--- config.mk ---
export PLATFORM = sky130hd
export DESIGN_NAME = dct8x8_stream
export DESIGN_NICKNAME = d
export VERILOG_FILES = /design/src/rtl/dct8x8_stream.sv
export SDC_FILE = /design/constraint.sdc
export NUM_CORES = 2
export LEC_CHECK = 0
export ABC_AREA = 1
export BUFFER_PORTS_ARGS = -buffer_cell sky130_fd_sc_hd__buf_2
export CAP_MARGIN = 20
export CORE_MARGIN = 4
export CORE_UTILIZATION = 55
export DETAILED_ROUTE_END_ITERATION = 16
export GPL_TIMING_DRIVEN = 0
export PLACE_DENSITY_LB_ADDON = 0.12
export SETUP_SLACK_MARGIN = 0.02
export SLEW_MARGIN = 20
export SYNTH_ARGS = -nofsm -noshare
export SYNTH_HDL_FRONTEND = slang
export SYNTH_SLANG_ARGS = --single-unit
export TNS_END_PERCENT = 50
--- constraint.sdc ---
create_clock -name clk -period 22.5 [get_ports clk]
set_input_delay 3.375 -clock clk [delete_from_list [all_inputs] [get_ports clk]]
set_output_delay 3.375 -clock clk [all_outputs]
set_load 0.03 [all_outputs]
--- src/rtl/dct8x8_stream.sv ---
// Streaming 8x8 2-D DCT: buffers 64 raster samples, runs separable row and column
// passes on one serial multiply-accumulate, then streams 64 rounded coefficients.
module dct8x8_stream #(
    parameter int DATA_W      = 8,
    parameter int COEF_W      = 11,
    parameter int NUM_CH      = 3,
    parameter int LEVEL_SHIFT = 1,
    parameter int FRAC_W      = 12,
    localparam int CH_W       = (NUM_CH > 1) ? $clog2(NUM_CH) : 1
) (
    input  logic              clk,
    input  logic              rst_n,
    input  logic              in_valid,
    output logic              in_ready,
    input  logic [DATA_W-1:0] in_data,
    input  logic [CH_W-1:0]   in_ch,
    output logic              out_valid,
    input  logic              out_ready,
    output logic [COEF_W-1:0] out_data,
    output logic [5:0]        out_idx,
    output logic [CH_W-1:0]   out_ch,
    output logic              out_last
);
    localparam int SW  = DATA_W + 1;
    localparam int CW  = FRAC_W + 1;
    localparam int RW  = SW + CW + 2;
    localparam int CLW = RW + CW + 3;
    localparam int FB  = 2 * FRAC_W;

    localparam logic signed [SW-1:0] SHIFT_C = {2'b01, {(DATA_W-1){1'b0}}};
    localparam logic signed [CLW:0]  ONE_C   = {{CLW{1'b0}}, 1'b1};
    localparam logic signed [CLW:0]  HALF_C  = {{(CLW-FB+1){1'b0}}, 1'b1, {(FB-1){1'b0}}};
    localparam logic signed [CLW:0]  MAX_C   = {{(CLW-COEF_W+2){1'b0}}, {(COEF_W-1){1'b1}}};
    localparam logic signed [CLW:0]  MIN_C   = {{(CLW-COEF_W+2){1'b1}}, {(COEF_W-1){1'b0}}};

    typedef enum logic [2:0] {IDLE, LOAD, ROW, COL, OUT} state_t;

    // cos(m*pi/16) in Q24, m = 0..8
    function automatic logic [31:0] cos_q24(input logic [3:0] m);
        logic [31:0] v;
        case (m)
            4'd0:    v = 32'd16777216;
            4'd1:    v = 32'd16454847;
            4'd2:    v = 32'd15500126;
            4'd3:    v = 32'd13949745;
            4'd4:    v = 32'd11863283;
            4'd5:    v = 32'd9320922;
            4'd6:    v = 32'd6420363;
            4'd7:    v = 32'd3273072;
            default: v = 32'd0;
        endcase
        return v;
    endfunction

    // C(k)/2 * cos((2n+1)k*pi/16) in Q(FRAC_W); C(0)/2 equals cos(pi/4)/2
    function automatic logic signed [CW-1:0] dct_coef(input logic [2:0] k, input logic [2:0] n);
        logic [4:0]  m;
        logic [3:0]  mi;
        logic        neg;
        logic [31:0] mag;
        m = 5'({1'b0, n, 1'b1} * {2'b00, k});
        if (k == 3'd0) begin
            mi = 4'd4;  neg = 1'b0;
        end else if (m <= 5'd8) begin
            mi = m[3:0];  neg = 1'b0;
        end else if (m <= 5'd16) begin
            mi = 4'(5'd16 - m);  neg = 1'b1;
        end else if (m <= 5'd24) begin
            mi = 4'(m - 5'd16);  neg = 1'b1;
        end else begin
            mi = 4'(5'd0 - m);  neg = 1'b0;
        end
        mag = (cos_q24(mi) + (32'd1 << (24 - FRAC_W))) >> (25 - FRAC_W);
        return neg ? $signed(-CW'(mag)) : $signed(CW'(mag));
    endfunction

    state_t                  state_r;
    logic [8:0]              cnt_r;
    logic [CH_W-1:0]         ch_r;
    logic signed [CLW-1:0]   acc_r;
    logic                    out_valid_r, out_last_r;
    logic [COEF_W-1:0]       out_data_r;
    logic [5:0]              out_idx_r;
    logic [CH_W-1:0]         out_ch_r;

    logic signed [SW-1:0]    sbuf [64];
    logic signed [RW-1:0]    tbuf [64];
    logic [COEF_W-1:0]       obuf [64];

    logic                    accept_s;
    logic [2:0]              a_s, b_s, t_s;
    logic signed [SW-1:0]    samp_s;
    logic signed [RW-1:0]    opnd_s;
    logic signed [CW-1:0]    coef_s;
    logic signed [RW+CW-1:0] prod_s;
    logic signed [CLW-1:0]   mac_s;
    logic signed [CLW:0]     rnd_s, quo_s;
    logic [COEF_W-1:0]       res_s;
    logic [5:0]              nxt_idx_s;

    assign in_ready  = rst_n && ((state_r == IDLE) || (state_r == LOAD));
    assign out_valid = out_valid_r;
    assign out_data  = out_data_r;
    assign out_idx   = out_idx_r;
    assign out_ch    = out_ch_r;
    assign out_last  = out_last_r;

    // Sample path, MAC datapath and final round-half-away / saturate
    always_comb begin
        accept_s  = in_valid && in_ready;
        nxt_idx_s = out_idx_r + 6'd1;
        a_s = cnt_r[8:6];
        b_s = cnt_r[5:3];
        t_s = cnt_r[2:0];
        if (LEVEL_SHIFT != 0) begin
            samp_s = $signed({1'b0, in_data}) - SHIFT_C;
        end else begin
            samp_s = $signed({1'b0, in_data});
        end
        // row pass walks sample rows; column pass walks transpose-buffer columns
        if (state_r == COL) begin
            opnd_s = tbuf[{t_s, a_s}];
        end else begin
            opnd_s = RW'(sbuf[{a_s, t_s}]);
        end
        coef_s = dct_coef(b_s, t_s);
        prod_s = opnd_s * coef_s;
        mac_s  = acc_r + CLW'(prod_s);
        rnd_s  = {mac_s[CLW-1], mac_s} + (mac_s[CLW-1] ? (HALF_C - ONE_C) : HALF_C);
        quo_s  = rnd_s >>> FB;
        if (quo_s > MAX_C) begin
            res_s = MAX_C[COEF_W-1:0];
        end else if (quo_s < MIN_C) begin
            res_s = MIN_C[COEF_W-1:0];
        end else begin
            res_s = quo_s[COEF_W-1:0];
        end
    end

    // Sample, transpose and coefficient buffers (contents survive reset)
    always_ff @(posedge clk) begin
        if (accept_s) begin
            sbuf[cnt_r[5:0]] <= samp_s;
        end
        if ((state_r == ROW) && (t_s == 3'd7)) begin
            tbuf[{a_s, b_s}] <= mac_s[RW-1:0];
        end
        if ((state_r == COL) && (t_s == 3'd7)) begin
            obuf[{b_s, a_s}] <= res_s;
        end
    end

    // Block sequencing FSM with registered output beat
    always_ff @(posedge clk or negedge rst_n) begin
        if (!rst_n) begin
            state_r     <= IDLE;
            cnt_r       <= 9'd0;
            ch_r        <= '0;
            acc_r       <= '0;
            out_valid_r <= 1'b0;
            out_last_r  <= 1'b0;
            out_data_r  <= '0;
            out_idx_r   <= 6'd0;
            out_ch_r    <= '0;
        end else begin
            case (state_r)
                IDLE: begin
                    if (accept_s) begin
                        ch_r    <= in_ch;
                        cnt_r   <= 9'd1;
                        state_r <= LOAD;
                    end
                end
                LOAD: begin
                    if (accept_s) begin
                        if (cnt_r[5:0] == 6'd63) begin
                            cnt_r   <= 9'd0;
                            acc_r   <= '0;
                            state_r <= ROW;
                        end else begin
                            cnt_r <= cnt_r + 9'd1;
                        end
                    end
                end
                ROW, COL: begin
                    acc_r <= (t_s == 3'd7) ? '0 : mac_s;
                    cnt_r <= cnt_r + 9'd1;
                    if (cnt_r == 9'd511) begin
                        state_r <= (state_r == ROW) ? COL : OUT;
                    end
                end
                OUT: begin
                    if (!out_valid_r) begin
                        out_valid_r <= 1'b1;
                        out_data_r  <= obuf[0];
                        out_idx_r   <= 6'd0;
                        out_last_r  <= 1'b0;
                        out_ch_r    <= ch_r;
                    end else if (out_ready) begin
                        if (out_last_r) begin
                            out_valid_r <= 1'b0;
                            out_last_r  <= 1'b0;
                            out_data_r  <= '0;
                            out_idx_r   <= 6'd0;
                            state_r     <= IDLE;
                        end else begin
                            out_idx_r  <= nxt_idx_s;
                            out_data_r <= obuf[nxt_idx_s];
                            out_last_r <= (nxt_idx_s == 6'd63);
                        end
                    end
                end
                default: state_r <= IDLE;
            endcase
        end
    end
endmodule

# Yosys cells after proc, flatten, opt, wreduce, memory -nomap -nowiden
# Memory sizes are Yosys's and may differ from the RTL's.
# Cells that the tools add are included.
[classes]
addsub = 10
n_mul = 2
order_cmp = 5
eq_ne = 16
n_mux = 49
bitwise = 1
n_reduce_logical = 16
[op_table]
columns = ["op", "n"]
rows = [
  ["40-bit 2-to-1 mux", 3],
  ["40-bit case mux with 2 select lines", 1],
  ["11-bit 2-to-1 mux", 5],
  ["24-bit 2-to-1 mux", 2],
  ["40-bit by 25-bit adder with 41-bit output", 1],
  ["40-bit by 37-bit adder with 40-bit output", 1],
  ["24-bit by 13-bit multiplier with 37-bit output", 1],
  ["9-bit 2-to-1 mux", 3],
  ["9-bit case mux with 3 select lines", 1],
  ["26-bit by 13-bit adder with 26-bit output (second input constant)", 1],
  ["26-bit 2-to-1 mux", 1],
  ["3-bit 2-to-1 mux", 8],
  ["6-bit 2-to-1 mux", 3],
  ["17-bit by 11-bit > comparator with 1-bit output (second input constant)", 1],
  ["17-bit by 11-bit less-than comparator with 1-bit output (second input constant)", 1],
  ["1-bit 2-to-1 mux", 16],
  ["4-bit 2-to-1 mux", 4],
  ["2-bit inequality test (second input constant)", 7],
  ["13-bit 2-to-1 mux", 1],
  ["13-bit negator", 1],
  ["6-bit == test (second input constant)", 2],
  ["3-bit case mux with 4 select lines", 1],
  ["5-bit <= comparator (second input constant)", 2],
  ["9-bit by 1-bit adder with 9-bit output (second input constant)", 1],
  ["other kinds (21)", 31],
]
[word_totals]
register_bits = 75
ramBits = 2816
romBits = 200
out_inout_bits = 22
wordCells = 112
n_memories = 4
[mem_list]
columns = ["memory", "words", "width", "rd", "rd_ports_with_merged_regs", "write_ports", "line_no", "rtl"]
rows = [
  ["tbuf", 64, 24, 1, 0, 1, "87", "logic signed [RW-1:0] tbuf [64];"],
  ["obuf", 64, 11, 2, 0, 1, "88", "logic [COEF_W-1:0] obuf [64];"],
  ["sbuf", 64, 9, 1, 0, 1, "86", "logic signed [SW-1:0] sbuf [64];"],
  ["(no name shown)", 8, 25, 1, 0, 0, "41", "case (m)"],
]

# Logic depth before layout (Yosys ltp)
# An unclocked memory read counts as a cell.
[depth]
depth_word = 18
depth_mapped = 74

# Worst setup path before layout
# Ideal clock, no wire load.
[synth_timing]
kind = "register -> register"
startpoint = "register cnt_r[0]"
endpoint = "memory obuf[0][0], data pin"
setup_ns = 0.356
t_arrival_ns = 13.474
setup_slack_ns = 8.670
path_stages_with_launch = 55
n_path_buf = 5
cell_sequence = "dfrtp_1 > buf_2 > buf_6 > buf_4 > nand2_1 > fa_1 > inv_1 > ha_1 > fa_1 > xnor2_1 > xnor2_1 > nand3_1 > nand3_1 > nand3_4 > ha_1 > nor2_1 > ha_1 > inv_1 > [... 19 more ...] > nand3_1 > nand3_1 > inv_1 > o21ai_0 > a21boi_0 > o21ai_0 > xor2_1 > ha_1 > a21oi_1 > nor2_1 > a21oi_1 > o31a_1 > nand2_2 > nand3_1 > nand3_1 > o21bai_4 > nand2_1 > nand2_1"
[synth_rtl]
columns = ["item", "line_no", "rtl"]
rows = [
  ["from (decl)", "78", "logic [8:0] cnt_r;"],
  ["from (signal assigned)", "181", "cnt_r <= cnt_r + 9'd1;"],
  ["from (signal assigned)", "187", "cnt_r <= cnt_r + 9'd1;"],
  ["4-bit by 3-bit multiplier with 5-bit output", "61", "m = 5'({1'b0, n, 1'b1} * {2'b00, k});"],
  ["1-bit by 4-bit subtractor with 4-bit output (tied with other cells)", "67, 71", ""],
  ["4-bit 2-to-1 mux", "68", "end else if (m <= 5'd24) begin"],
  ["4-bit 2-to-1 mux", "66", "end else if (m <= 5'd16) begin"],
  ["4-bit 2-to-1 mux", "64", "end else if (m <= 5'd8) begin"],
  ["4-bit 2-to-1 mux", "62", "if (k == 3'd0) begin"],
  ["memory read 8 x 25 bit", "-", ""],
  ["26-bit 2-to-1 mux", "41", ""],
  ["[... 3 more ...]", "-", ""],
  ["24-bit by 13-bit multiplier with 37-bit output *", "127", "prod_s = opnd_s * coef_s;"],
  ["40-bit by 37-bit adder with 40-bit output *", "128", "mac_s = acc_r + CLW'(prod_s);"],
  ["named net mac_s[23]", "96", "logic signed [CLW-1:0] mac_s;"],
  ["40-bit by 25-bit adder with 41-bit output *", "129", "rnd_s = {mac_s[CLW-1], mac_s} + (mac_s[CLW-1] ? (HALF_C - ONE_C) : HALF_C);"],
  ["17-bit by 11-bit less-than comparator with 1-bit output", "133", "end else if (quo_s < MIN_C) begin"],
  ["11-bit 2-to-1 mux", "133", ""],
  ["11-bit 2-to-1 mux *", "131", "if (quo_s > MAX_C) begin"],
  ["named net res_s[0]", "98", "logic [COEF_W-1:0] res_s;"],
  ["to (decl)", "88", ""],
]
# The timed path passes the listed nets; every way through them passes the cells marked *.

# Final worst setup path
[layout_timing]
startpoint = "register cnt_r[0]"
endpoint = "memory obuf[58][3], data pin"
[layout_via]
elab_chain_len = 18
[layout_lines]
columns = ["item", "line_no"]
rows = [
  ["4-bit by 3-bit multiplier with 5-bit output", "61"],
  ["1-bit by 4-bit subtractor with 4-bit output (tied with other cells)", "67, 71"],
  ["4-bit 2-to-1 mux", "68"],
  ["4-bit 2-to-1 mux", "66"],
  ["4-bit 2-to-1 mux", "64"],
  ["4-bit 2-to-1 mux", "62"],
  ["memory read 8 x 25 bit", "-"],
  ["26-bit 2-to-1 mux", "41"],
  ["[... 3 more ...]", "-"],
  ["24-bit by 13-bit multiplier with 37-bit output *", "127"],
  ["40-bit by 37-bit adder with 40-bit output *", "128"],
  ["24-bit 2-to-1 mux", "129"],
  ["40-bit by 25-bit adder with 41-bit output *", "129"],
  ["17-bit by 11-bit less-than comparator with 1-bit output", "133"],
  ["11-bit 2-to-1 mux", "133"],
  ["11-bit 2-to-1 mux *", "131"],
  ["named net res_s[3]", "98"],
]
# Marks and branches as above.

==> flow_summary.toml <==
[global_route]
grt_max_degree = 67
grt_pass1_vias = 81100
grtUsageTotal_pct = 38.5
grt_pass1_wl_um = 618000
antenna_found_initial = 14
overflow = 0

[setup_path]
cp_common_cell = "inv_1"
crit_fanout = 33
crit_path_end_kind = "flip-flop"
cpPeakStageDelay_ps = 840
arrival_ps = 18210
critPathLaunchType = "flip-flop"
cp_slowest_cell = "and2_1"
critPathRequiredTime_ps = 23150
crit_type = "reg -> reg"

[finish]
multi_input_comb_area_um2 = 33800
drive_above_1_share_pct = 13.7
seqCellArea_um2 = 84500
layout.cells.most_common_list = "edfxtp_1, nand2_1, inv_1"
stdcell_count = 12900
fin_nets = 10200
areaGrowthSynthToFinish_pct = 16.0
nFillCells = 16000
mostFrequentLayoutCell = "edfxtp_1"

[route]
drt_iter0_markers = 15500
viasPerCell = 6.66
dr.pass1.iters = 9
vias = 85600
drt-total-wl_um = 449000
drcViolationCount = 0
antenna_left = 0
wire_per_inst_um = 34.9

[placed_design]
hpwlAfterDp_um = 322000
port_buffers = 35
dpl.cell_count = 12300
post-place-ws_ps = 5310
gp_congestion = 0.958

[clock_tree]
cts_root_buffer = "clkbuf_16"
clk_latency_ps = 990
numClockSinks = 2827
htreeDepth = 5
cts_buffer_depth = 4
cts_made_buffers = 303
cts_tree = "done"
cts.repair.resized = 0
clk_pin_slew_ps = 60
cts_hold_buf = 0
post_cts_buffers = 0

[synthesis]
synthArstFlopShare_pct = 2.65
yosys.area.top_type = "edfxtp_1"
syn_area_um2 = 122000
synthTopCellsByArea = "edfxtp_1, fa_1, nand2_1, inv_1, o22ai_1"
synth.net_count = 9356
yosysWarnings = 0
syn_avg_cell_area_um2 = 13.8
ys_ff_latch = 2827
yosys.area.top_type_share_pct = 67.7
synthCells = 8852
synthDistinctLibCells = 68
ys_seq_area_share_pct = 69.2
synthFlopType = "edfxtp_1"
synth-edff-count = 2752

[timing]
fin_crit_ps = 17570
fin_ws_ps = 4930
fin_skew_ps = 123
rsz0062_at_grt = "false"
min_period_over_period_pct = 78.1
holdWs_ps = 480
tightest_slew_ps = 1330
final_max_slew_viol_count = 0
fmax_mhz = 56.9
finalSetupTns_ps = 0
max_slew_margin_pct = 11.6
hold_viol = 0
finalSetupViolCount = 0

[pwr]
power_density_nw_per_um2 = 83.3
vdd_drop_max_v = 0.0000821
leakage_uw = 0.0507
power_uw = 11800

[floorplan]
num_rows = 172
core_um2 = 220000
initial_core_util_pct = 55.5
die_h_um = 479
num_io_pins = 36
dieWidth_um = 479
die_area_um2 = 230000

[worst_hold_path]
hp-class = "reg -> reg"

[run]
cap_viol_max_count = 0

[run_status]
status = "finished, final reports clean"
==> final cells by class <==
type | instances | area share [%]
Sequential cell | 2827 | 59.7
Antenna cell | 6 | 0.0106
Inverter | 786 | 2.09
Clock inverter | 154 | 1.07
Tap cell | 2958 | 2.61
Buffer | 479 | 1.43
Timing Repair Buffer | 509 | 3.52
Multi-Input combinational cell | 4760 | 23.9
Clock buffer | 375 | 5.72
==> registers in the layout (all words and copies together), names as in the netlist <==
register / flops
cnt_r: 9
acc_r: 40
out_last: 1
out_ch: 2
out_valid: 1
state_r: 3
out_idx: 6
out_data: 11
obuf: 704
sbuf: 512
tbuf: 1536
ch_r: 2
==> through the flow <==
step	util [%]	area [um^2]
finish	64.3	142000
global route	64.3	142000
CTS	64.3	142000
detailed placement	59.9	132000
global placement	57.2	126000
floorplan	-	122000
==> synth_stat cells (154+ instances only) <==
master and n:
inv_1 762, mux2i_1 154, nand2_1 1061, o21ai_0 316
o221ai_1 167, fa_1 346, nor3_1 163, clkbuf_1 312
nand4_1 169, edfxtp_1 2752, nand3_1 305, o22ai_1 438
nor2_1 579
==> worst paths after layout <==
path / from / end / slack, ps / cells after the start
setup / recovery: cnt_r[0] / obuf[58][3] / 4930 / 59
hold / removal: out_data[1] / out_data[1] / 480 / 2
setup reg to reg: cnt_r[0] / obuf[58][3] / 4930 / 59
hold reg to reg: out_data[1] / out_data[1] / 480 / 2
max in group asynchronous: rst_n / out_data[6] / 19520 / 2
min in group asynchronous: rst_n / acc_r[37] / 2290 / 1
==> cells by family after synthesis <==
group,count (synthesis),synth area share (%)
flip-flops,2827,69.2
AND/OR/NAND/NOR,2408,8.58
AO/OA/AOI/OAI,1655,9.35
buffers and inverters,1265,4.03
adder cells (fa/ha/maj),490,7.15
multiplexers,155,1.27
XOR/XNOR,52,0.392
==> where the power goes <==
part	leakage, uW	internal (uW)	switching [uW]
sequential	0.0262	5720	12.5
clock	0.00471	2870	2050
combinational	0.0198	294	854
==> routing by layer <==
layer	routed length, um	vias up	GRT usage (%)
met5	26	-	0
li1	-	34600	-
met1	156000	42600	51.1
met3	64700	1468	11.6
met4	33000	4	22.5
met2	195000	6970	56.8
==> critical path: cells and delay by family, from the launching register on <==
family,cells,cell delay (ps)
adders and majority gates,14,6140
and+or+nand+nor,22,5050
buffers and inverters,15,3130
xor gates and xnor gates,3,1350
AOI/OAI and AO/OA,5,1090
DFF,1,350
Power figures use the tool's default switching activity.
